File: config.mk
export PLATFORM = sky130hd
export DESIGN_NAME = mc_datapath_regs_flat
export DESIGN_NICKNAME = d
export VERILOG_FILES = /design/src/rtl/mc_datapath_regs_pkg.sv /design/src/rtl/mc_datapath_regs_if.sv /design/src/rtl/mc_pc_unit.sv /design/src/rtl/mc_datapath_regs.sv /design/src/flat_wrapper.sv
export SDC_FILE = /design/constraint.sdc
export NUM_CORES = 1
export LEC_CHECK = 0
export ABC_AREA = 1
export CAP_MARGIN = 15
export CELL_PAD_IN_SITES_DETAIL_PLACEMENT = 0
export CELL_PAD_IN_SITES_GLOBAL_PLACEMENT = 2
export CORE_AREA = 2 2 227 229
export DETAILED_ROUTE_END_ITERATION = 12
export DIE_AREA = 0 0 229 231
export PLACE_DENSITY_LB_ADDON = 0.25
export SYNTH_ARGS = -nofsm -noshare
export SYNTH_HDL_FRONTEND = slang
export SYNTH_SLANG_ARGS = --single-unit
File: constraint.sdc
create_clock -name clk -period 1.5 [get_ports clk]
set_clock_uncertainty 0.1 [all_clocks]
set_input_delay 0.225 -clock clk [delete_from_list [all_inputs] [get_ports clk]]
set_output_delay 0.225 -clock clk [all_outputs]
set_load 0.01 [all_outputs]
File: src/rtl/mc_datapath_regs_pkg.sv
// Shared constants for the multicycle CPU datapath register block:
// default datapath width, the halt system-call id and mux select encodings.
package mc_datapath_regs_pkg;

  // Default datapath width.
  localparam int XLEN = 32;

  // a7/x17 value that identifies the "exit" ECALL.
  localparam int HALT_ECALL_ID = 10;

  // Next-PC source select.
  localparam logic PCSRC_ALU    = 1'b0;
  localparam logic PCSRC_ALUOUT = 1'b1;

  // Memory address source select.
  localparam logic ADDR_PC      = 1'b0;
  localparam logic ADDR_ALUOUT  = 1'b1;

  // Returns 1 when the register-file x17 value requests a halt.
  function automatic logic is_halt_id(input logic [XLEN-1:0] x17);
    return (x17 == XLEN'(HALT_ECALL_ID));
  endfunction

endpackage

File: src/rtl/mc_datapath_regs_if.sv
// Bundle of control strobes, register-file/ALU/memory data and the
// architectural state outputs exchanged between the control/datapath
// environment (master) and the datapath register block (slave).
interface mc_datapath_regs_if #(
  parameter int XLEN  = 32,
  parameter int CNT_W = 32
);

  // Control strobes from the control unit
  logic             PCWrite;
  logic             PCWriteNotCond;
  logic             IorD;
  logic             MemRead;
  logic             IRWrite;
  logic             MemtoReg;
  logic             PCSource;
  logic             is_ecall;
  logic             bcond;

  // Data inputs
  logic [XLEN-1:0]  mem_dout;
  logic [XLEN-1:0]  rs1_dout;
  logic [XLEN-1:0]  rs2_dout;
  logic [XLEN-1:0]  x17_dout;
  logic [XLEN-1:0]  alu_result;

  // State and muxed outputs
  logic [XLEN-1:0]  pc;
  logic [XLEN-1:0]  mem_addr;
  logic [XLEN-1:0]  ir;
  logic [XLEN-1:0]  mdr;
  logic [XLEN-1:0]  a_reg;
  logic [XLEN-1:0]  b_reg;
  logic [XLEN-1:0]  alu_out;
  logic [XLEN-1:0]  rd_din;
  logic             is_halted;
  logic [CNT_W-1:0] fetch_count;

  modport master (
    output PCWrite, PCWriteNotCond, IorD, MemRead, IRWrite, MemtoReg,
           PCSource, is_ecall, bcond,
           mem_dout, rs1_dout, rs2_dout, x17_dout, alu_result,
    input  pc, mem_addr, ir, mdr, a_reg, b_reg, alu_out, rd_din,
           is_halted, fetch_count
  );

  modport slave (
    input  PCWrite, PCWriteNotCond, IorD, MemRead, IRWrite, MemtoReg,
           PCSource, is_ecall, bcond,
           mem_dout, rs1_dout, rs2_dout, x17_dout, alu_result,
    output pc, mem_addr, ir, mdr, a_reg, b_reg, alu_out, rd_din,
           is_halted, fetch_count
  );

endinterface

File: src/rtl/mc_pc_unit.sv
// Program counter: register, conditional/unconditional load decision and
// next-PC select. Holds while the core is halted.
module mc_pc_unit #(
  parameter int          XLEN     = 32,
  parameter logic [XLEN-1:0] RESET_PC = '0
) (
  input  logic            clk,
  input  logic            reset,
  input  logic            i_hold,
  input  logic            i_pc_write,
  input  logic            i_pc_write_not_cond,
  input  logic            i_bcond,
  input  logic            i_pc_source,
  input  logic [XLEN-1:0] i_alu_result,
  input  logic [XLEN-1:0] i_alu_out,
  output logic [XLEN-1:0] o_pc
);

  import mc_datapath_regs_pkg::*;

  logic            w_pc_load;
  logic [XLEN-1:0] w_next_pc;
  logic [XLEN-1:0] r_pc;

  // Load decision (unconditional OR branch-not-taken) and next-PC select
  always_comb begin
    w_pc_load = i_pc_write | (i_pc_write_not_cond & ~i_bcond);
    if (i_pc_source == PCSRC_ALUOUT) begin
      w_next_pc = i_alu_out;
    end else begin
      w_next_pc = i_alu_result;
    end
  end

  // PC register: reset wins, then hold while halted, else load on request
  always_ff @(posedge clk) begin
    if (reset) begin
      r_pc <= RESET_PC;
    end else if (!i_hold && w_pc_load) begin
      r_pc <= w_next_pc;
    end
  end

  assign o_pc = r_pc;

endmodule

File: src/rtl/mc_datapath_regs.sv
// Multicycle CPU datapath state: PC (via mc_pc_unit), IR, MDR, A, B and
// ALUOut, plus memory-address / write-back muxing, the sticky halt flag
// raised by the exit ECALL and a free-running instruction-fetch counter.
module mc_datapath_regs #(
  parameter int              XLEN     = mc_datapath_regs_pkg::XLEN,
  parameter logic [XLEN-1:0] RESET_PC = '0,
  parameter int              CNT_W    = 32
) (
  input  logic              clk,
  input  logic              reset,
  mc_datapath_regs_if.slave bus
);

  import mc_datapath_regs_pkg::*;

  logic [XLEN-1:0]  w_pc;
  logic             w_ir_load;
  logic             w_halt_hit;
  logic [XLEN-1:0]  w_mem_addr;
  logic [XLEN-1:0]  w_rd_din;

  logic [XLEN-1:0]  r_ir;
  logic [XLEN-1:0]  r_mdr;
  logic [XLEN-1:0]  r_a;
  logic [XLEN-1:0]  r_b;
  logic [XLEN-1:0]  r_alu_out;
  logic             r_halted;
  logic [CNT_W-1:0] r_fetch_count;

  mc_pc_unit #(
    .XLEN     (XLEN),
    .RESET_PC (RESET_PC)
  ) u_pc_unit (
    .clk                 (clk),
    .reset               (reset),
    .i_hold              (r_halted),
    .i_pc_write          (bus.PCWrite),
    .i_pc_write_not_cond (bus.PCWriteNotCond),
    .i_bcond             (bus.bcond),
    .i_pc_source         (bus.PCSource),
    .i_alu_result        (bus.alu_result),
    .i_alu_out           (r_alu_out),
    .o_pc                (w_pc)
  );

  // Enable decode: IR capture needs a real memory read; exit ECALL detection
  always_comb begin
    w_ir_load  = bus.IRWrite & bus.MemRead;
    w_halt_hit = bus.is_ecall & is_halt_id(bus.x17_dout);
  end

  // Memory address and register-file write-data muxes (independent of halt)
  always_comb begin
    if (bus.IorD == ADDR_ALUOUT) begin
      w_mem_addr = r_alu_out;
    end else begin
      w_mem_addr = w_pc;
    end
    if (bus.MemtoReg) begin
      w_rd_din = r_mdr;
    end else begin
      w_rd_din = r_alu_out;
    end
  end

  // Instruction register and fetch counter; counter wraps naturally
  always_ff @(posedge clk) begin
    if (reset) begin
      r_ir          <= '0;
      r_fetch_count <= '0;
    end else if (!r_halted && w_ir_load) begin
      r_ir          <= bus.mem_dout;
      r_fetch_count <= r_fetch_count + CNT_W'(1);
    end
  end

  // Memory data register captures on every read cycle
  always_ff @(posedge clk) begin
    if (reset) begin
      r_mdr <= '0;
    end else if (!r_halted && bus.MemRead) begin
      r_mdr <= bus.mem_dout;
    end
  end

  // A, B and ALUOut latch every running cycle (one-cycle operand pipeline)
  always_ff @(posedge clk) begin
    if (reset) begin
      r_a       <= '0;
      r_b       <= '0;
      r_alu_out <= '0;
    end else if (!r_halted) begin
      r_a       <= bus.rs1_dout;
      r_b       <= bus.rs2_dout;
      r_alu_out <= bus.alu_result;
    end
  end

  // Sticky halt flag: set by the exit ECALL, cleared only by reset
  always_ff @(posedge clk) begin
    if (reset) begin
      r_halted <= 1'b0;
    end else if (w_halt_hit) begin
      r_halted <= 1'b1;
    end
  end

  assign bus.pc          = w_pc;
  assign bus.mem_addr    = w_mem_addr;
  assign bus.ir          = r_ir;
  assign bus.mdr         = r_mdr;
  assign bus.a_reg       = r_a;
  assign bus.b_reg       = r_b;
  assign bus.alu_out     = r_alu_out;
  assign bus.rd_din      = w_rd_din;
  assign bus.is_halted   = r_halted;
  assign bus.fetch_count = r_fetch_count;

endmodule

File: src/flat_wrapper.sv
// flat-port wrapper written by rule: the top's interface ports become plain ports
module mc_datapath_regs_flat import mc_datapath_regs_pkg::*;
#(
  parameter int              XLEN     = mc_datapath_regs_pkg::XLEN,
  parameter logic [XLEN-1:0] RESET_PC = '0,
  parameter int              CNT_W    = 32
)
  (clk, reset, bus_PCWrite, bus_PCWriteNotCond, bus_IorD, bus_MemRead, bus_IRWrite, bus_MemtoReg, bus_PCSource, bus_is_ecall, bus_bcond, bus_mem_dout, bus_rs1_dout, bus_rs2_dout, bus_x17_dout, bus_alu_result, bus_pc, bus_mem_addr, bus_ir, bus_mdr, bus_a_reg, bus_b_reg, bus_alu_out, bus_rd_din, bus_is_halted, bus_fetch_count);
  mc_datapath_regs_if #(.XLEN(XLEN), .CNT_W(CNT_W)) bus_i ();
  input  logic clk;
  input  logic reset;
  input wire logic [$bits(bus_i.PCWrite)-1:0] bus_PCWrite;
  input wire logic [$bits(bus_i.PCWriteNotCond)-1:0] bus_PCWriteNotCond;
  input wire logic [$bits(bus_i.IorD)-1:0] bus_IorD;
  input wire logic [$bits(bus_i.MemRead)-1:0] bus_MemRead;
  input wire logic [$bits(bus_i.IRWrite)-1:0] bus_IRWrite;
  input wire logic [$bits(bus_i.MemtoReg)-1:0] bus_MemtoReg;
  input wire logic [$bits(bus_i.PCSource)-1:0] bus_PCSource;
  input wire logic [$bits(bus_i.is_ecall)-1:0] bus_is_ecall;
  input wire logic [$bits(bus_i.bcond)-1:0] bus_bcond;
  input wire logic [$bits(bus_i.mem_dout)-1:0] bus_mem_dout;
  input wire logic [$bits(bus_i.rs1_dout)-1:0] bus_rs1_dout;
  input wire logic [$bits(bus_i.rs2_dout)-1:0] bus_rs2_dout;
  input wire logic [$bits(bus_i.x17_dout)-1:0] bus_x17_dout;
  input wire logic [$bits(bus_i.alu_result)-1:0] bus_alu_result;
  output wire logic [$bits(bus_i.pc)-1:0] bus_pc;
  output wire logic [$bits(bus_i.mem_addr)-1:0] bus_mem_addr;
  output wire logic [$bits(bus_i.ir)-1:0] bus_ir;
  output wire logic [$bits(bus_i.mdr)-1:0] bus_mdr;
  output wire logic [$bits(bus_i.a_reg)-1:0] bus_a_reg;
  output wire logic [$bits(bus_i.b_reg)-1:0] bus_b_reg;
  output wire logic [$bits(bus_i.alu_out)-1:0] bus_alu_out;
  output wire logic [$bits(bus_i.rd_din)-1:0] bus_rd_din;
  output wire logic [$bits(bus_i.is_halted)-1:0] bus_is_halted;
  output wire logic [$bits(bus_i.fetch_count)-1:0] bus_fetch_count;
  assign bus_i.PCWrite = bus_PCWrite;
  assign bus_i.PCWriteNotCond = bus_PCWriteNotCond;
  assign bus_i.IorD = bus_IorD;
  assign bus_i.MemRead = bus_MemRead;
  assign bus_i.IRWrite = bus_IRWrite;
  assign bus_i.MemtoReg = bus_MemtoReg;
  assign bus_i.PCSource = bus_PCSource;
  assign bus_i.is_ecall = bus_is_ecall;
  assign bus_i.bcond = bus_bcond;
  assign bus_i.mem_dout = bus_mem_dout;
  assign bus_i.rs1_dout = bus_rs1_dout;
  assign bus_i.rs2_dout = bus_rs2_dout;
  assign bus_i.x17_dout = bus_x17_dout;
  assign bus_i.alu_result = bus_alu_result;
  assign bus_pc = bus_i.pc;
  assign bus_mem_addr = bus_i.mem_addr;
  assign bus_ir = bus_i.ir;
  assign bus_mdr = bus_i.mdr;
  assign bus_a_reg = bus_i.a_reg;
  assign bus_b_reg = bus_i.b_reg;
  assign bus_alu_out = bus_i.alu_out;
  assign bus_rd_din = bus_i.rd_din;
  assign bus_is_halted = bus_i.is_halted;
  assign bus_fetch_count = bus_i.fetch_count;
  mc_datapath_regs #(.XLEN(XLEN), .RESET_PC(RESET_PC), .CNT_W(CNT_W)) u_core (.clk(clk), .reset(reset), .bus(bus_i));
endmodule
==> run_results.csv <==
group,metric,value,unit
synth,synth_top_family_by_area,"simple AND/OR/NAND/NOR gates",
floorplan,die_width,229,µm
synth,yosysSeqAreaShare,47.47,%
synth,yosysMostFrequentCell,"nor2_1",
grt,grt_pass1_vias,11180,
routing,first_iter_violations,400,
synth,synth_compound_area_share,18.76,%
status,violations,"setup timing",
clock_network,cts_made_buffers,29,
clock_network,h-tree-depth,1,
setup_path,cp_cell_sequence,"inv_2, buf_4, a21oi_2, buf_4",
clock_network,clkLatencyLatePin,0.56,ns
synth,ys.flop_type,"dfxtp_1",
synth,yosys-top-cells-count,"nor2_1, o21ai_0, dfxtp_1",
setup_path,critPathMaxStageDelay,0.33,ns
synth,synth.cell_area,9489,µm²
synth,syn_area_per_cell,7.194,µm²
routing,postRouteWirelength,49.10,mm
setup_path,critPathMostFrequentCell,"buf_4",
placement,gp_congestion,0.8589,
grt,antenna_found_initial,0,
min_path,hp-class,"in2reg",
clock_network,clk_pin_slew,0.06,ns
synth,synth_nets,1491,
synth,synth_top_area_share,47.47,%
synth,yosysTopAreaCell,"dfxtp_1",
routing,dr.pass1.iters,4,
synth,async_reset_ff_share,0,%
floorplan,num_io_pins,460,
routing,avgRoutedWirePerCell,18.22,µm
clock_network,postCtsHoldBufs,0,
sta,setup_viol,99,
floorplan,rows,83,
synth,yosysWarnings,0,
grt,grt_max_degree,66,
synth,synth.area.top_cells,"dfxtp_1, nor2_1, o21ai_0",
status,status,"finished with violations",
setup_path,cp_data_arrival_time,1.32,ns
placement,port-buffer-count,459,
clock_network,root_buffer,"clkbuf_16",
synth,synth_xor_area_share,0.1846,%
setup_path,critical_path.startpoint_type,"register",
sta,timing.fmax,0.6096,GHz
synth,ys_types,30,
placement,dpl.hpwl,36.21,mm
setup_path,endpoint_kind,"output port",
setup_path,path_class,"reg2out",
routing,avgViaCountPerCell,4.228,
power_and_ir_drop,leakagePower,8.344,nW
power_and_ir_drop,p_per_area,882.5,nW/µm²
clock_network,cts.sinks,225,
sta,period_share,109.4,%
placement,post-place-ws,-0.5435,ns
grt,grt_util_all_layers,17.17,%
cells_and_area,areaGrowthSynthToFinish,102.5,%
power_and_ir_drop,totalPowerFinal,0.01695,W
setup_path,required,1.17,ns
job,drv_cap,0,
sta,slew_headroom,76.04,%
floorplan,die_h,231,µm
synth,postSynthRegisterBits,225,
routing,ant_nets,0,
grt,grt_overflow,0,
cells_and_area,layout.nets,2165,
synth,synth-simple-area-share,22.89,%
sta,slew_viol_final,0,
routing,dr_total_vias,11390,
floorplan,start_util,18.72,%
grt,grt_pass1_wl,69.56,mm
setup_path,cp_max_fo,2,
synth,synth_fa_ha_area_share,0.1319,%
synth,synth-edff-count,0,
sta,hold_ws,0.1506,ns
sta,period_minus_slack,1.640,ns
cells_and_area,drive_above_1_share,49.40,%
clock_network,cts_tree,"built",
sta,hold_viol,0,
clock_network,clockBufferDepth,3,
setup_path,crit_slowest_cell,"dfxtp_2",
sta,rsz0062_at_grt,"true",
sta,worstMarginPinSlew,0.3594,ns
synth,synthCells,1319,
routing,post-route-drc-count,0,
synth,muxShareOfSynthArea,3.376,%
sta,setup_ws,-0.1403,ns
power_and_ir_drop,ir_drop,0.5281,mV
setup_path,r2r_setup_slack,-0.09,ns
floorplan,die-area,52900,µm²
floorplan,floorplan.core_area,50680,µm²
final timing paths:
check / start / end / cells past startpoint
worst max register to register: u_core.bus.fetch_count[1] / u_core.bus.fetch_count[16] / 9
worst max-delay path: u_core.bus.alu_out[25] / bus_mem_addr[25] / 4
worst min-delay path: bus_PCSource / u_core.u_pc_unit.o_pc[4] / 4
worst min register to register: u_core.bus.ir[7] / u_core.bus.ir[7] / 2
timing repair:
action,in CTS,in global routing
setup endpoints to repair,366,280
buffers inserted,31,38
cloned,1,7
pin swaps,48,56
resized for setup,1582,287
report_power, final:
part	switching (W)	internal (W)	leakage [nW]
Combinational	0.00160	0.00184	5.95
Clock	0.00287	0.00403	0.469
Sequential	0.000295	0.00633	1.92
worst max-delay path, delay by kind of cell, from the launching register on:
kind | cells | cell delay, ns
flops | 1 | 0.33
buf+inv | 3 | 0.32
compound gates | 1 | 0.12
cell usage in the layout, fill, tap and decap left out, types with 19 or more instances in the layout:
cell type	instances
dfxtp_2	102
o21ai_2	24
clkdlybuf4s50_1	167
nor2_4	51
inv_4	21
buf_4	164
a21oi_2	29
dfxtp_1	84
nand2_2	34
clkdlybuf4s15_2	51
o21ai_1	24
nor2_2	34
dfxtp_4	39
clkbuf_2	19
a21oi_1	76
nand2_1	74
o21ai_0	183
nor2_1	290
buf_6	169
mux2i_1	32
inv_1	46
buf_12	31
buf_2	108
clkbuf_16	34
layout make-up:
class                   instances  area [µm²]
clock buffers                  39       833.3
well taps                     680       850.8
diodes                          1       2.502
flip-flops and latches        225        4778
fillers                      5411       31470
repair buffers                726        6909
clock inverters                13       93.84
inverters                      87       392.9
multi-input cells             924        5350
per-stage QoR:
step	cell area, µm²	setup TNS (ns)	utilization, %	instances
after CTS	18240	-7.831	35.99	2652
after floorplan	9490	0	-	1319
after detailed placement	16310	-67.29	32.19	2572
after global placement	16310	-64.22	32.19	2572
final	19210	-4.826	37.91	2695
after global routing	19210	-12.87	37.90	2694
per-layer routing:
metal	GRT usage (%)	routed length [µm]	vias up
met3	4.928	3536	53
met2	29.41	23240	351
met5	0	0	-
met1	21.13	21330	5306
li1	-	-	5684
met4	4.261	998	0
kinds of logic (layout without fill, tap and decap cells):
logic type	count (synthesis)	count (layout)
and+or+nand+nor	538	538
AOI/OAI and AO/OA	351	351
DFF	225	225
xor gates and xnor gates	2	2
buffers and inverters	170	865
muxes	32	32
other	0	1
adders and majority gates	1	1
Note: power is estimated with default switching activity, not from simulation.
